`src/rtl/fetch_stage_if.sv`:
```
// Fetch-stage signal bundle: instruction-memory port plus the IF/ID register towards decode.
// imem handshake: imem_rd is a one-cycle request for imem_addr; the word is taken on the
// first cycle imem_done=1 (possibly the request cycle itself); imem_stall=1 forbids a request.
interface fetch_stage_if;
    logic [15:0] imem_addr;
    logic        imem_rd;
    logic [15:0] imem_data;
    logic        imem_done;
    logic        imem_stall;
    logic        stall_in;
    logic        redirect;
    logic [15:0] redirect_pc;
    logic        halt;
    logic [15:0] instruct;
    logic [15:0] pc_plus2;
    logic        inst_valid;
    logic        err;

    modport master (
        output imem_addr, imem_rd, instruct, pc_plus2, inst_valid, err,
        input  imem_data, imem_done, imem_stall, stall_in, redirect, redirect_pc, halt
    );

    modport slave (
        input  imem_addr, imem_rd, instruct, pc_plus2, inst_valid, err,
        output imem_data, imem_done, imem_stall, stall_in, redirect, redirect_pc, halt
    );
endinterface

```
`src/rtl/fetch_stage.sv`:
```
// Instruction fetch with IF/ID register: PC, multi-cycle imem reads, one-entry skid,
// redirect with squash of an in-flight read, halt and sticky misalignment error.
module fetch_stage #(
    parameter logic [15:0] RESET_PC  = 16'h0000,
    parameter logic [15:0] NOP_INSTR = 16'h0800
) (
    input  logic                clk,
    input  logic                rst,
    fetch_stage_if.master       bus,
    output logic [2:0]          state_dbg
);
    typedef enum logic [2:0] {
        S_FETCH  = 3'd0,
        S_WAIT   = 3'd1,
        S_HOLD   = 3'd2,
        S_HALTED = 3'd3,
        S_ERR    = 3'd4
    } state_t;

    state_t      state;
    logic [15:0] pc;
    logic [15:0] pc_next;
    logic [15:0] target;
    logic [15:0] skid_instr;
    logic        skid_valid;
    logic        squash;
    logic [15:0] ifid_instr;
    logic [15:0] ifid_pc2;
    logic        ifid_valid;
    logic        err_q;
    logic        fetch_go;

    assign pc_next  = pc + 16'd2;
    assign fetch_go = (state == S_FETCH) && !pc[0] && !rst && !bus.stall_in &&
                      !bus.imem_stall && !bus.redirect && !bus.halt;

    assign bus.imem_addr  = pc;
    assign bus.imem_rd    = fetch_go;
    assign bus.instruct   = ifid_instr;
    assign bus.pc_plus2   = ifid_pc2;
    assign bus.inst_valid = ifid_valid;
    assign bus.err        = err_q;
    assign state_dbg      = state;

    always_ff @(posedge clk or posedge rst) begin
        if (rst) begin
            state      <= S_FETCH;
            pc         <= RESET_PC;
            target     <= RESET_PC;
            skid_instr <= NOP_INSTR;
            skid_valid <= 1'b0;
            squash     <= 1'b0;
            ifid_instr <= NOP_INSTR;
            ifid_pc2   <= 16'h0000;
            ifid_valid <= 1'b0;
            err_q      <= 1'b0;
        end else if (state != S_HALTED && state != S_ERR) begin
            if (bus.redirect) begin
                ifid_instr <= NOP_INSTR;
                ifid_pc2   <= 16'h0000;
                ifid_valid <= 1'b0;
                skid_valid <= 1'b0;
                if (bus.redirect_pc[0]) begin
                    err_q  <= 1'b1;
                    squash <= 1'b0;
                    state  <= S_ERR;
                end else if (state == S_WAIT && !bus.imem_done) begin
                    // Keep the address stable for the read in flight; jump once it completes.
                    squash <= 1'b1;
                    target <= bus.redirect_pc;
                end else begin
                    pc     <= bus.redirect_pc;
                    squash <= 1'b0;
                    state  <= S_FETCH;
                end
            end else if (bus.halt) begin
                state <= S_HALTED;
            end else begin
                case (state)
                    S_FETCH: begin
                        if (pc[0]) begin
                            err_q      <= 1'b1;
                            state      <= S_ERR;
                            ifid_instr <= NOP_INSTR;
                            ifid_pc2   <= 16'h0000;
                            ifid_valid <= 1'b0;
                        end else if (fetch_go && bus.imem_done) begin
                            ifid_instr <= bus.imem_data;
                            ifid_pc2   <= pc_next;
                            ifid_valid <= 1'b1;
                            pc         <= pc_next;
                        end else if (!bus.stall_in) begin
                            // Decode is consuming: present a bubble rather than repeat.
                            ifid_instr <= NOP_INSTR;
                            ifid_pc2   <= 16'h0000;
                            ifid_valid <= 1'b0;
                            if (fetch_go) state <= S_WAIT;
                        end
                    end
                    S_WAIT: begin
                        if (bus.imem_done && squash) begin
                            pc     <= target;
                            squash <= 1'b0;
                            state  <= S_FETCH;
                        end else if (bus.imem_done && !bus.stall_in) begin
                            ifid_instr <= bus.imem_data;
                            ifid_pc2   <= pc_next;
                            ifid_valid <= 1'b1;
                            pc         <= pc_next;
                            state      <= S_FETCH;
                        end else if (bus.imem_done) begin
                            skid_instr <= bus.imem_data;
                            skid_valid <= 1'b1;
                            pc         <= pc_next;
                            state      <= S_HOLD;
                        end
                        if (!bus.stall_in && !(bus.imem_done && !squash)) begin
                            ifid_instr <= NOP_INSTR;
                            ifid_pc2   <= 16'h0000;
                            ifid_valid <= 1'b0;
                        end
                    end
                    S_HOLD: begin
                        if (!bus.stall_in) begin
                            // pc already advanced past the skid word, so it is that word's PC+2.
                            ifid_instr <= skid_valid ? skid_instr : NOP_INSTR;
                            ifid_pc2   <= skid_valid ? pc : 16'h0000;
                            ifid_valid <= skid_valid;
                            skid_valid <= 1'b0;
                            state      <= S_FETCH;
                        end
                    end
                    default: ;
                endcase
            end
        end
    end
endmodule
```
`src/flat_wrapper.sv`:
```
// flat-port wrapper written by rule: the top's interface ports become plain ports
module fetch_stage_flat 
#(
    parameter logic [15:0] RESET_PC  = 16'h0000,
    parameter logic [15:0] NOP_INSTR = 16'h0800
)
  (clk, rst, state_dbg, bus_imem_addr, bus_imem_rd, bus_instruct, bus_pc_plus2, bus_inst_valid, bus_err, bus_imem_data, bus_imem_done, bus_imem_stall, bus_stall_in, bus_redirect, bus_redirect_pc, bus_halt);
  fetch_stage_if bus_i ();
  input  logic clk;
  input  logic rst;
  output logic [2:0] state_dbg;
  output wire logic [$bits(bus_i.imem_addr)-1:0] bus_imem_addr;
  output wire logic [$bits(bus_i.imem_rd)-1:0] bus_imem_rd;
  output wire logic [$bits(bus_i.instruct)-1:0] bus_instruct;
  output wire logic [$bits(bus_i.pc_plus2)-1:0] bus_pc_plus2;
  output wire logic [$bits(bus_i.inst_valid)-1:0] bus_inst_valid;
  output wire logic [$bits(bus_i.err)-1:0] bus_err;
  input wire logic [$bits(bus_i.imem_data)-1:0] bus_imem_data;
  input wire logic [$bits(bus_i.imem_done)-1:0] bus_imem_done;
  input wire logic [$bits(bus_i.imem_stall)-1:0] bus_imem_stall;
  input wire logic [$bits(bus_i.stall_in)-1:0] bus_stall_in;
  input wire logic [$bits(bus_i.redirect)-1:0] bus_redirect;
  input wire logic [$bits(bus_i.redirect_pc)-1:0] bus_redirect_pc;
  input wire logic [$bits(bus_i.halt)-1:0] bus_halt;
  assign bus_imem_addr = bus_i.imem_addr;
  assign bus_imem_rd = bus_i.imem_rd;
  assign bus_instruct = bus_i.instruct;
  assign bus_pc_plus2 = bus_i.pc_plus2;
  assign bus_inst_valid = bus_i.inst_valid;
  assign bus_err = bus_i.err;
  assign bus_i.imem_data = bus_imem_data;
  assign bus_i.imem_done = bus_imem_done;
  assign bus_i.imem_stall = bus_imem_stall;
  assign bus_i.stall_in = bus_stall_in;
  assign bus_i.redirect = bus_redirect;
  assign bus_i.redirect_pc = bus_redirect_pc;
  assign bus_i.halt = bus_halt;
  fetch_stage #(.RESET_PC(RESET_PC), .NOP_INSTR(NOP_INSTR)) u_core (.clk(clk), .rst(rst), .bus(bus_i), .state_dbg(state_dbg));
endmodule
```
`config.mk`:
```
export PLATFORM = sky130hd
export DESIGN_NAME = fetch_stage_flat
export DESIGN_NICKNAME = d
export VERILOG_FILES = /design/src/rtl/fetch_stage_if.sv /design/src/rtl/fetch_stage.sv /design/src/flat_wrapper.sv
export SDC_FILE = /design/constraint.sdc
export NUM_CORES = 1
export LEC_CHECK = 0
export ABC_AREA = 1
export CORE_MARGIN = 2
export CORE_UTILIZATION = 50
export CTS_CLUSTER_DIAMETER = 80
export DETAILED_ROUTE_END_ITERATION = 16
export PLACE_DENSITY = 0.77
export SETUP_SLACK_MARGIN = 0.05
export SLEW_MARGIN = 20
export SYNTH_ARGS = -nofsm -noshare
export SYNTH_HDL_FRONTEND = slang
export SYNTH_SLANG_ARGS = --single-unit
```
`constraint.sdc`:
```
create_clock -name clk -period 4.8 [get_ports clk]
set_clock_uncertainty 0.05 [all_clocks]
set_input_delay 0.72 -clock clk [delete_from_list [all_inputs] [get_ports clk]]
set_output_delay 0.72 -clock clk [all_outputs]
set_load 0.005 [all_outputs]
```
==> reports/results.ini, run 1 <==
[status]
status = complete, no violations

[setup_path]
r2r_cells = 6
r2r_start = u_core.squash$_DFFE_PP0P_
arrival_ns = 2.37
startpoint_type = input pin
path_depth = 6
path_delay_family = buffers and inverters
worstPathRequired_ns = 4.03
cp-end-kind = output pin
cp-startpoint = bus_redirect
worstPathMaxFanout = 25
cp-endpoint = bus_imem_rd
cp_common_cell = clkdlybuf4s50_1
slowest_delay_ns = 0.51
slowest_stage = clkdlybuf4s50_1
worst_r2r_endpoint = u_core.skid_instr[0]$_DFFE_PP0P_
path_cells = clkdlybuf4s50_1 -> buf_4 -> nor2_2 -> nand3_2 -> nor2_4 -> clkdlybuf4s50_1
r2r_slack_ns = 2.41
cp.buffers_inverters = 3
path_class = input pin to output pin

[job]
cap_violations = 0

[cells_and_area]
seq_area_sq_um = 2150
antenna_cells = 0
final_layout_size_suffix_gt1_share_pct = 7.09
areaGrowthSynthToFinish_pct = 24.8
fin_nets = 811
fillers = 903
multi_input_area_sq_um = 2320

[yosys]
synth_area_leaders = dfrtp_1 (43%), nand2_1 (19%), nand3_1 (6.0%)
syn_inst = 690
ys_seq_area_share_pct = 44.0
netlist-cell-type-count = 32
synth_warnings = 0
synthTopCellsByCount = nand2_1 (244), dfrtp_1 (84), inv_1 (65)
synth.avg_cell_area_sq_um = 7.09
ys_seq_elements = 86
synth_flop_cell = dfrtp_1
synth_edf_count = 0
yosysMostFrequentCell = nand2_1
synth_top_area_share_pct = 42.9
synth_area_leader_cell = dfrtp_1
syn_area_sq_um = 4890
synth_nets = 730
async_flop_share_pct = 100

[die]
die_w_um = 103
fp.dieH_um = 103
rows = 36
die_area_sq_um = 10600
io_pins = 93
coreArea_sq_um = 9640
start_util_pct = 50.8

[sta]
relSlewSlack_pct = 33.3
tightestPinTransition_ns = 0.999
finalSetupViolCount = 0
fin_crit_ns = 3.14
rsz0062_at_grt = false
tns_ns = 0
period_share_pct = 65.4
whs_ns = 0.427
hold_viol_final = 0
finalMaxSlewViolations = 0
clock.fmax_ghz = 0.319

[global_route]
grt_pass1_wl_um = 22000
grt_pass1_vias = 4465
grt_max_degree = 56
grt.total_usage_pct = 26.8
antenna_found_initial = 0
grt_overflow = 0

[clocking]
clk_pin_slew_ns = 0.10
cts_setup_buffers = 0
htree_num_levels = 3
cts_sinks = 86
cts_root_buffer = clkbuf_8
cts_tree = built
numCtsBuffers = 9
postCtsHoldBufs = 0
clk_path_buf_depth = 2
cts_resized = 0
insertion_delay_ns = 0.37

[drt]
routed_wl_um = 13800
vias = 4889
drt_iter0_drc = 402
wire_per_inst_um = 15.2
firstDrtPassIters = 5
ant_nets = 0
drc = 0
vias_per_cell = 5.38

[place]
hpwl_um = 9720
gp_congestion = 0.964
port_buffers = 92

[hold_path]
min_path_type = flop to flop

[power_and_ir_drop]
ir_drop_uv = 228
finalPower_mw = 3.19
power_density_nw_per_um2 = 523
leakagePower_nw = 3.07

==> power breakdown <==
part / switching, mW / leakage [nW] / total (mW) / internal (mW)
clock: 0.296 / 0.120 / 0.612 / 0.317
combinational: 0.834 / 1.85 / 1.39 / 0.551
sequential: 0.213 / 1.10 / 1.20 / 0.983
total: 1.34 / 3.07 / 3.19 / 1.85
==> logic make-up after synthesis <==
kind of cell | count (synthesis) | share of synthesized area [%]
adder cells (fa/ha/maj) | 1 | 0.256
XOR/XNOR | 3 | 0.537
buffers and inverters | 101 | 8.77
AO/OA/AOI/OAI | 113 | 12.3
AND/OR/NAND/NOR | 384 | 33.7
flip-flops | 86 | 44.0
multiplexers | 2 | 0.460
==> routing by layer <==
layer	track usage (%)	vias up	wire length [um]
met5	0	-	0
met4	9.01	0	172
met3	3.80	16	973
met2	40.5	210	6290
met1	39.6	2288	6350
li1	-	2375	-
==> state kept, by name (all words and copies together) (netlist names) <==
register               cells
u_core.bus.imem_addr      16
u_core.bus.instruct       16
u_core.bus.pc_plus2       16
u_core.skid_instr         16
u_core.target             15
u_core.state_dbg           3
u_core.bus.err             1
u_core.bus.inst_valid      1
u_core.skid_valid          1
u_core.squash              1
==> layout by cell type (no fill, tap or decap), types with 3 or more instances in the layout <==
master / Yosys / final
nor2_1: 52 / 52
nand2_2: 2 / 3
nor2_2: 4 / 4
a21oi_1: 29 / 29
nand3_2: 4 / 4
clkdlybuf4s50_1: 0 / 92
nand4_1: 8 / 8
clkbuf_8: 0 / 10
nand3_1: 59 / 59
xor2_1: 3 / 3
nor2_4: 3 / 3
o21ai_1: 27 / 27
inv_2: 11 / 11
inv_1: 65 / 64
nor3_1: 4 / 3
o22ai_1: 3 / 3
dfrtp_1: 84 / 84
o211ai_1: 6 / 6
buf_4: 2 / 3
nand2_1: 244 / 243
o21ai_0: 45 / 45
==> worst reg2reg max path, delay by kind of cell (launching register included) <==
| kind | cells | cell delay, ns |
|---|---|---|
| buffers and inverters | 1 | 0.28 |
| and+or+nand+nor | 3 | 0.93 |
| DFF | 1 | 0.41 |
| AOI/OAI and AO/OA | 2 | 0.62 |
==> per-stage QoR <==
step           util [%]  setup slack (ns)  cell area [sq um]  cells
5_1_grt            63.4              1.56               6110    909
4_1_cts            63.4              1.67               6110    909
2_1_floorplan         -              1.81               4890    690
3_3_place_gp       60.9              1.55               5870    893
3_5_place_dp       60.9              1.52               5870    893
6_report           63.4              1.66               6110    909
==> worst min path at each step <==
stage | from | to | slack [ns] | cells after the start
finish | u_core.bus.err$_DFFE_PP0P_ | u_core.bus.err$_DFFE_PP0P_ | 0.43 | 2
global route | u_core.skid_instr[11]$_DFFE_PP1P_ | u_core.skid_instr[11]$_DFFE_PP1P_ | 0.45 | 2
CTS | u_core.bus.err$_DFFE_PP0P_ | u_core.bus.err$_DFFE_PP0P_ | 0.43 | 2
detailed placement | u_core.bus.err$_DFFE_PP0P_ | u_core.bus.err$_DFFE_PP0P_ | 0.41 | 2
global placement | u_core.bus.err$_DFFE_PP0P_ | u_core.bus.err$_DFFE_PP0P_ | 0.40 | 2
floorplan | u_core.skid_instr[11]$_DFFE_PP1P_ | u_core.skid_instr[11]$_DFFE_PP1P_ | 0.40 | 2
==> area by class of cell <==
cell class | instances | area share (%)
flip-flops and latches | 86 | 35.3
clock inverters | 6 | 1.68
multi-input cells | 503 | 37.9
clock buffers | 10 | 2.25
repair buffers | 95 | 15.4
well taps | 133 | 2.72
inverters | 76 | 4.71
Power figures use the tool's default switching activity.
==> run 2: changes to the inputs <==
Clock period 4.8 ns to 3.3 ns, I/O delays scaled along.
==> reports/results.ini, run 2 (synthesis gave the netlist of run 1 again) <==
[setup_path]
cp_common_cell = clkdlybuf4s50_1
worst_r2r_endpoint = u_core.bus.instruct[10]$_DFFE_PP0P_
startpoint_type = input pin
slowest_stage = clkdlybuf4s50_1
worstPathMaxFanout = 5
r2r_slack_ns = 1.05
r2r_start = u_core.state_dbg[2]$_DFFE_PP0P_
worstPathRequired_ns = 2.75
cp-end-kind = output pin
path_class = input pin to output pin
cp-startpoint = bus_redirect
path_cells = clkdlybuf4s50_1 -> nor2_2 -> nand3_2 -> nor2_4 -> clkdlybuf4s50_1
arrival_ns = 1.97
cp-endpoint = bus_imem_rd
r2r_cells = 9
slowest_delay_ns = 0.52

[cells_and_area]
seq_area_sq_um = 2150
antenna_cells = 0
areaGrowthSynthToFinish_pct = 24.9
layout_commonest_cell = nand2_1
final_layout_size_suffix_gt1_share_pct = 7.43
layout_common_cells = nand2_1 (244), clkdlybuf4s50_1 (92), dfrtp_1 (84)
multi_input_area_sq_um = 2310
fillers = 914
fin_nets = 816

[clocking]
htree_num_levels = 3
cts_tree = built
numCtsBuffers = 9
postCtsHoldBufs = 0
clk_pin_slew_ns = 0.10
insertion_delay_ns = 0.36
cts_setup_buffers = 0
cts_resized = 0
cts_sinks = 86
cts_root_buffer = clkbuf_8
clk_path_buf_depth = 2

[die]
io_pins = 93
start_util_pct = 50.8
rows = 36
fp.dieH_um = 103
die_w_um = 103
die_area_sq_um = 10600
coreArea_sq_um = 9640

[sta]
tns_ns = 0
period_share_pct = 76.2
layout_setup_ws_ns = 0.787
finalMaxSlewViolations = 0
rsz0062_at_grt = false
hold_viol_final = 0
clock.fmax_ghz = 0.398
relSlewSlack_pct = 56.5
finalSetupViolCount = 0
fin_crit_ns = 2.51
whs_ns = 0.368
tightestPinTransition_ns = 0.651

[job]
cap_violations = 0

[global_route]
grt.total_usage_pct = 27.3
grt_pass1_vias = 4622
grt_pass1_wl_um = 22700
grt_overflow = 0
grt_max_degree = 73
antenna_found_initial = 0

[place]
gp_congestion = 0.931
hpwl_um = 9810
port_buffers = 92
place_ws_ns = 0.618

[drt]
ant_nets = 0
vias_per_cell = 5.40
routed_wl_um = 13900
drc = 0
vias = 4937
wire_per_inst_um = 15.2
drt_iter0_drc = 472
firstDrtPassIters = 6

[status]
status = complete, no violations

[hold_path]
min_path_type = input pin to async pin

[power_and_ir_drop]
leakagePower_nw = 3.08
power_density_nw_per_um2 = 738
ir_drop_uv = 313

## run 2: worst min-delay path by stage
stage                                         end  slack [ns]  depth (start not counted)
2_1_floorplan   u_core.skid_instr[11]$_DFFE_PP1P_        0.40                          2
3_3_place_gp           u_core.bus.err$_DFFE_PP0P_        0.40                          2
3_5_place_dp           u_core.bus.err$_DFFE_PP0P_        0.41                          2
4_1_cts        u_core.bus.instruct[8]$_DFFE_PP0P_        0.36                          2
5_1_grt        u_core.bus.instruct[8]$_DFFE_PP0P_        0.39                          2
6_report       u_core.bus.instruct[8]$_DFFE_PP0P_        0.37                          2
## run 2: power by group
group / switching, mW / total, mW / internal [mW]
Clock: 0.438 / 0.738 / 0.300
Sequential: 0.313 / 1.74 / 1.43
Combinational: 1.22 / 2.03 / 0.807
Total: 1.97 / 4.51 / 2.54
## run 2: worst max-delay path: cells and delay by family
kind,cells,cell delay (ns)
and+or+nand+nor,3,0.44
buffers and inverters,2,1.03
## run 2: final cells by class
cell class,count,share of cell area (%)
multi-input combinational,503,37.8
sequential,86,35.3
timing repair buffer,100,16.3
inverter,76,4.69
tap,133,2.72
clock buffer,9,2.03
clock inverter,7,1.25
## run 2: metrics by stage
step	instances	total power, mW	area (sq um)	utilization (%)
floorplan	690	2.99	4890	-
global placement	898	3.71	5910	61.3
detailed placement	898	3.77	5910	61.3
CTS	914	4.50	6110	63.4
global route	914	4.87	6110	63.4
finish	914	4.51	6110	63.4
## run 2: routing by layer
| layer | global-route usage (%) | up-vias | wire length, um |
|---|---|---|---|
| met5 | 0 | - | 0 |
| met4 | 6.17 | 0 | 133 |
| met3 | 5.56 | 15 | 1120 |
| met2 | 42.6 | 234 | 6430 |
| met1 | 39.5 | 2308 | 6250 |
| li1 | - | 2380 | - |
==> run 3: changes to the inputs <==
Clock period 3.3 ns to 2.55 ns, I/O delays scaled along.
==> reports/results.ini, run 3 (synthesis gave the netlist of run 1 again) <==
[clocking]
clk_pin_slew_ns = 0.11
cts_tree = built
postCtsHoldBufs = 0
cts_sinks = 86
cts_resized = 0
cts_setup_buffers = 0
cts_root_buffer = clkbuf_8
insertion_delay_ns = 0.37
numCtsBuffers = 9
clk_path_buf_depth = 2
htree_num_levels = 3

[drt]
firstDrtPassIters = 5
ant_nets = 0
vias_per_cell = 5.32
wire_per_inst_um = 15.1
drt-met1-wl_um = 6460
vias = 4904
wl_met2_um = 6340
routed_wl_um = 13900
dr_wl_met3_um = 879
drc = 0
drt_iter0_drc = 371
top_layer_used = met4

[power_and_ir_drop]
p_sw_mw = 2.60
leakagePower_nw = 3.12
ir_drop_uv = 567
switching_share_pct = 43.6
p_comb_share_pct = 45.9
pwr-share-seq_pct = 37.7
p_clk_share_pct = 16.4
power_density_nw_per_um2 = 962
intPower_mw = 3.36

[die]
start_util_pct = 50.8
die_area_sq_um = 10600
die_w_um = 103
coreArea_sq_um = 9640
rows = 36
io_pins = 93
fp.dieH_um = 103

[place]
dpl.cell_count = 905
hpwl_um = 10000
gp_congestion = 0.912
port_buffers = 92
place_ws_ns = 0.0848

[cells_and_area]
areaGrowthSynthToFinish_pct = 26.5
final_layout_size_suffix_gt1_share_pct = 8.25
final_util_pct = 64.2
layout_common_cells = nand2_1 (244), clkdlybuf4s50_1 (92), dfrtp_1 (84)
fin_nets = 823
instances_no_fill = 921
layout_commonest_cell = nand2_1
antenna_cells = 0

[global_route]
grt.total_usage_pct = 27.5
grt_pass1_wl_um = 22600
grt_overflow = 0
antenna_found_initial = 0
grt_pass1_vias = 4530
grt_max_degree = 49

[setup_path]
worstPathRequired_ns = 2.12
worstPathMaxFanout = 5
cp-end-kind = output pin
path_cells = nor2_2 -> nand3_2 -> nor2_4 -> clkdlybuf4s50_1
startpoint_type = flop
path_class = flop to output pin
slowest_delay_ns = 0.52
arrival_ns = 1.89
slowest_stage = clkdlybuf4s50_1

[sta]
hold_viol_final = 0
tightestPinTransition_ns = 0.542
tns_ns = 0
clock.fmax_ghz = 0.430
finalMaxSlewViolations = 0
fin_crit_ns = 2.33
rsz0062_at_grt = false
period_share_pct = 91.3
relSlewSlack_pct = 63.8
layout_setup_ws_ns = 0.223
finalSetupViolCount = 0

[hold_path]
min_path_type = input pin to async pin

[job]
cap_violations = 0

[status]
status = complete, no violations

==> run 3: cell types whose count changed in the layout (fill, tap and decap cells not counted), sizes merged <==
cell	previous run	this run
buf	8	15
clkinvlp	0	1
clkinv	5	4
==> run 3: power by group through the flow <==
stage / combinational (mW) / clock (mW) / sequential (mW)
after floorplan: 1.68 / 0 / 2.19
after global placement: 2.64 / 0 / 2.26
after detailed placement: 2.70 / 0 / 2.26
after CTS: 2.71 / 0.987 / 2.24
after global routing: 3.06 / 1.05 / 2.31
final: 2.73 / 0.975 / 2.25
==> run 3: path summary, 6_finish.rpt <==
check | from | to | slack [ns] | cells after the start
worst min-delay path | rst | u_core.bus.pc_plus2[7]$_DFFE_PP0P_ | 0.36 | 2
worst min register to register | u_core.bus.instruct[11]$_DFFE_PP1P_ | u_core.bus.instruct[11]$_DFFE_PP1P_ | 0.42 | 2
worst max-delay path | u_core.state_dbg[0]$_DFFE_PP0P_ | bus_imem_rd | 0.22 | 4
min in group clk | u_core.bus.instruct[11]$_DFFE_PP1P_ | u_core.bus.instruct[11]$_DFFE_PP1P_ | 0.42 | 2
worst max register to register | u_core.state_dbg[2]$_DFFE_PP0P_ | u_core.bus.pc_plus2[9]$_DFFE_PP0P_ | 0.45 | 9
max in group asynchronous | rst | u_core.bus.instruct[11]$_DFFE_PP1P_ | 1.44 | 3
==> run 3: critical path, delay by kind of cell, from the launching register on <==
| kind | cells | cell delay, ns |
|---|---|---|
| buf+inv | 1 | 0.52 |
| simple gates | 3 | 0.51 |
| flops | 1 | 0.49 |
==> run 3: through the flow <==
step	power, mW	instance area, sq um	hold WS, ns
after global placement	4.90	5990	0.403
after detailed placement	4.96	5990	0.407
after global routing	6.42	6190	0.410
after CTS	5.94	6190	0.364
after floorplan	3.87	4900	0.402
final	5.96	6190	0.365
==> run 3: routing by layer <==
layer / up-vias / global-route usage [%]
met2: 200 / 41.4
met3: 23 / 4.20
met5: - / 0
met4: 0 / 7.79
li1: 2399 / -
met1: 2282 / 41.1
==> run 3: area by class of cell <==
class | count | area, sq um
well taps | 133 | 166
flip-flops and latches | 86 | 2150
multi-input cells | 503 | 2310
inverters | 76 | 289
clock inverters | 7 | 76.3
repair buffers | 107 | 1070
fillers | 912 | 3450
clock buffers | 9 | 124
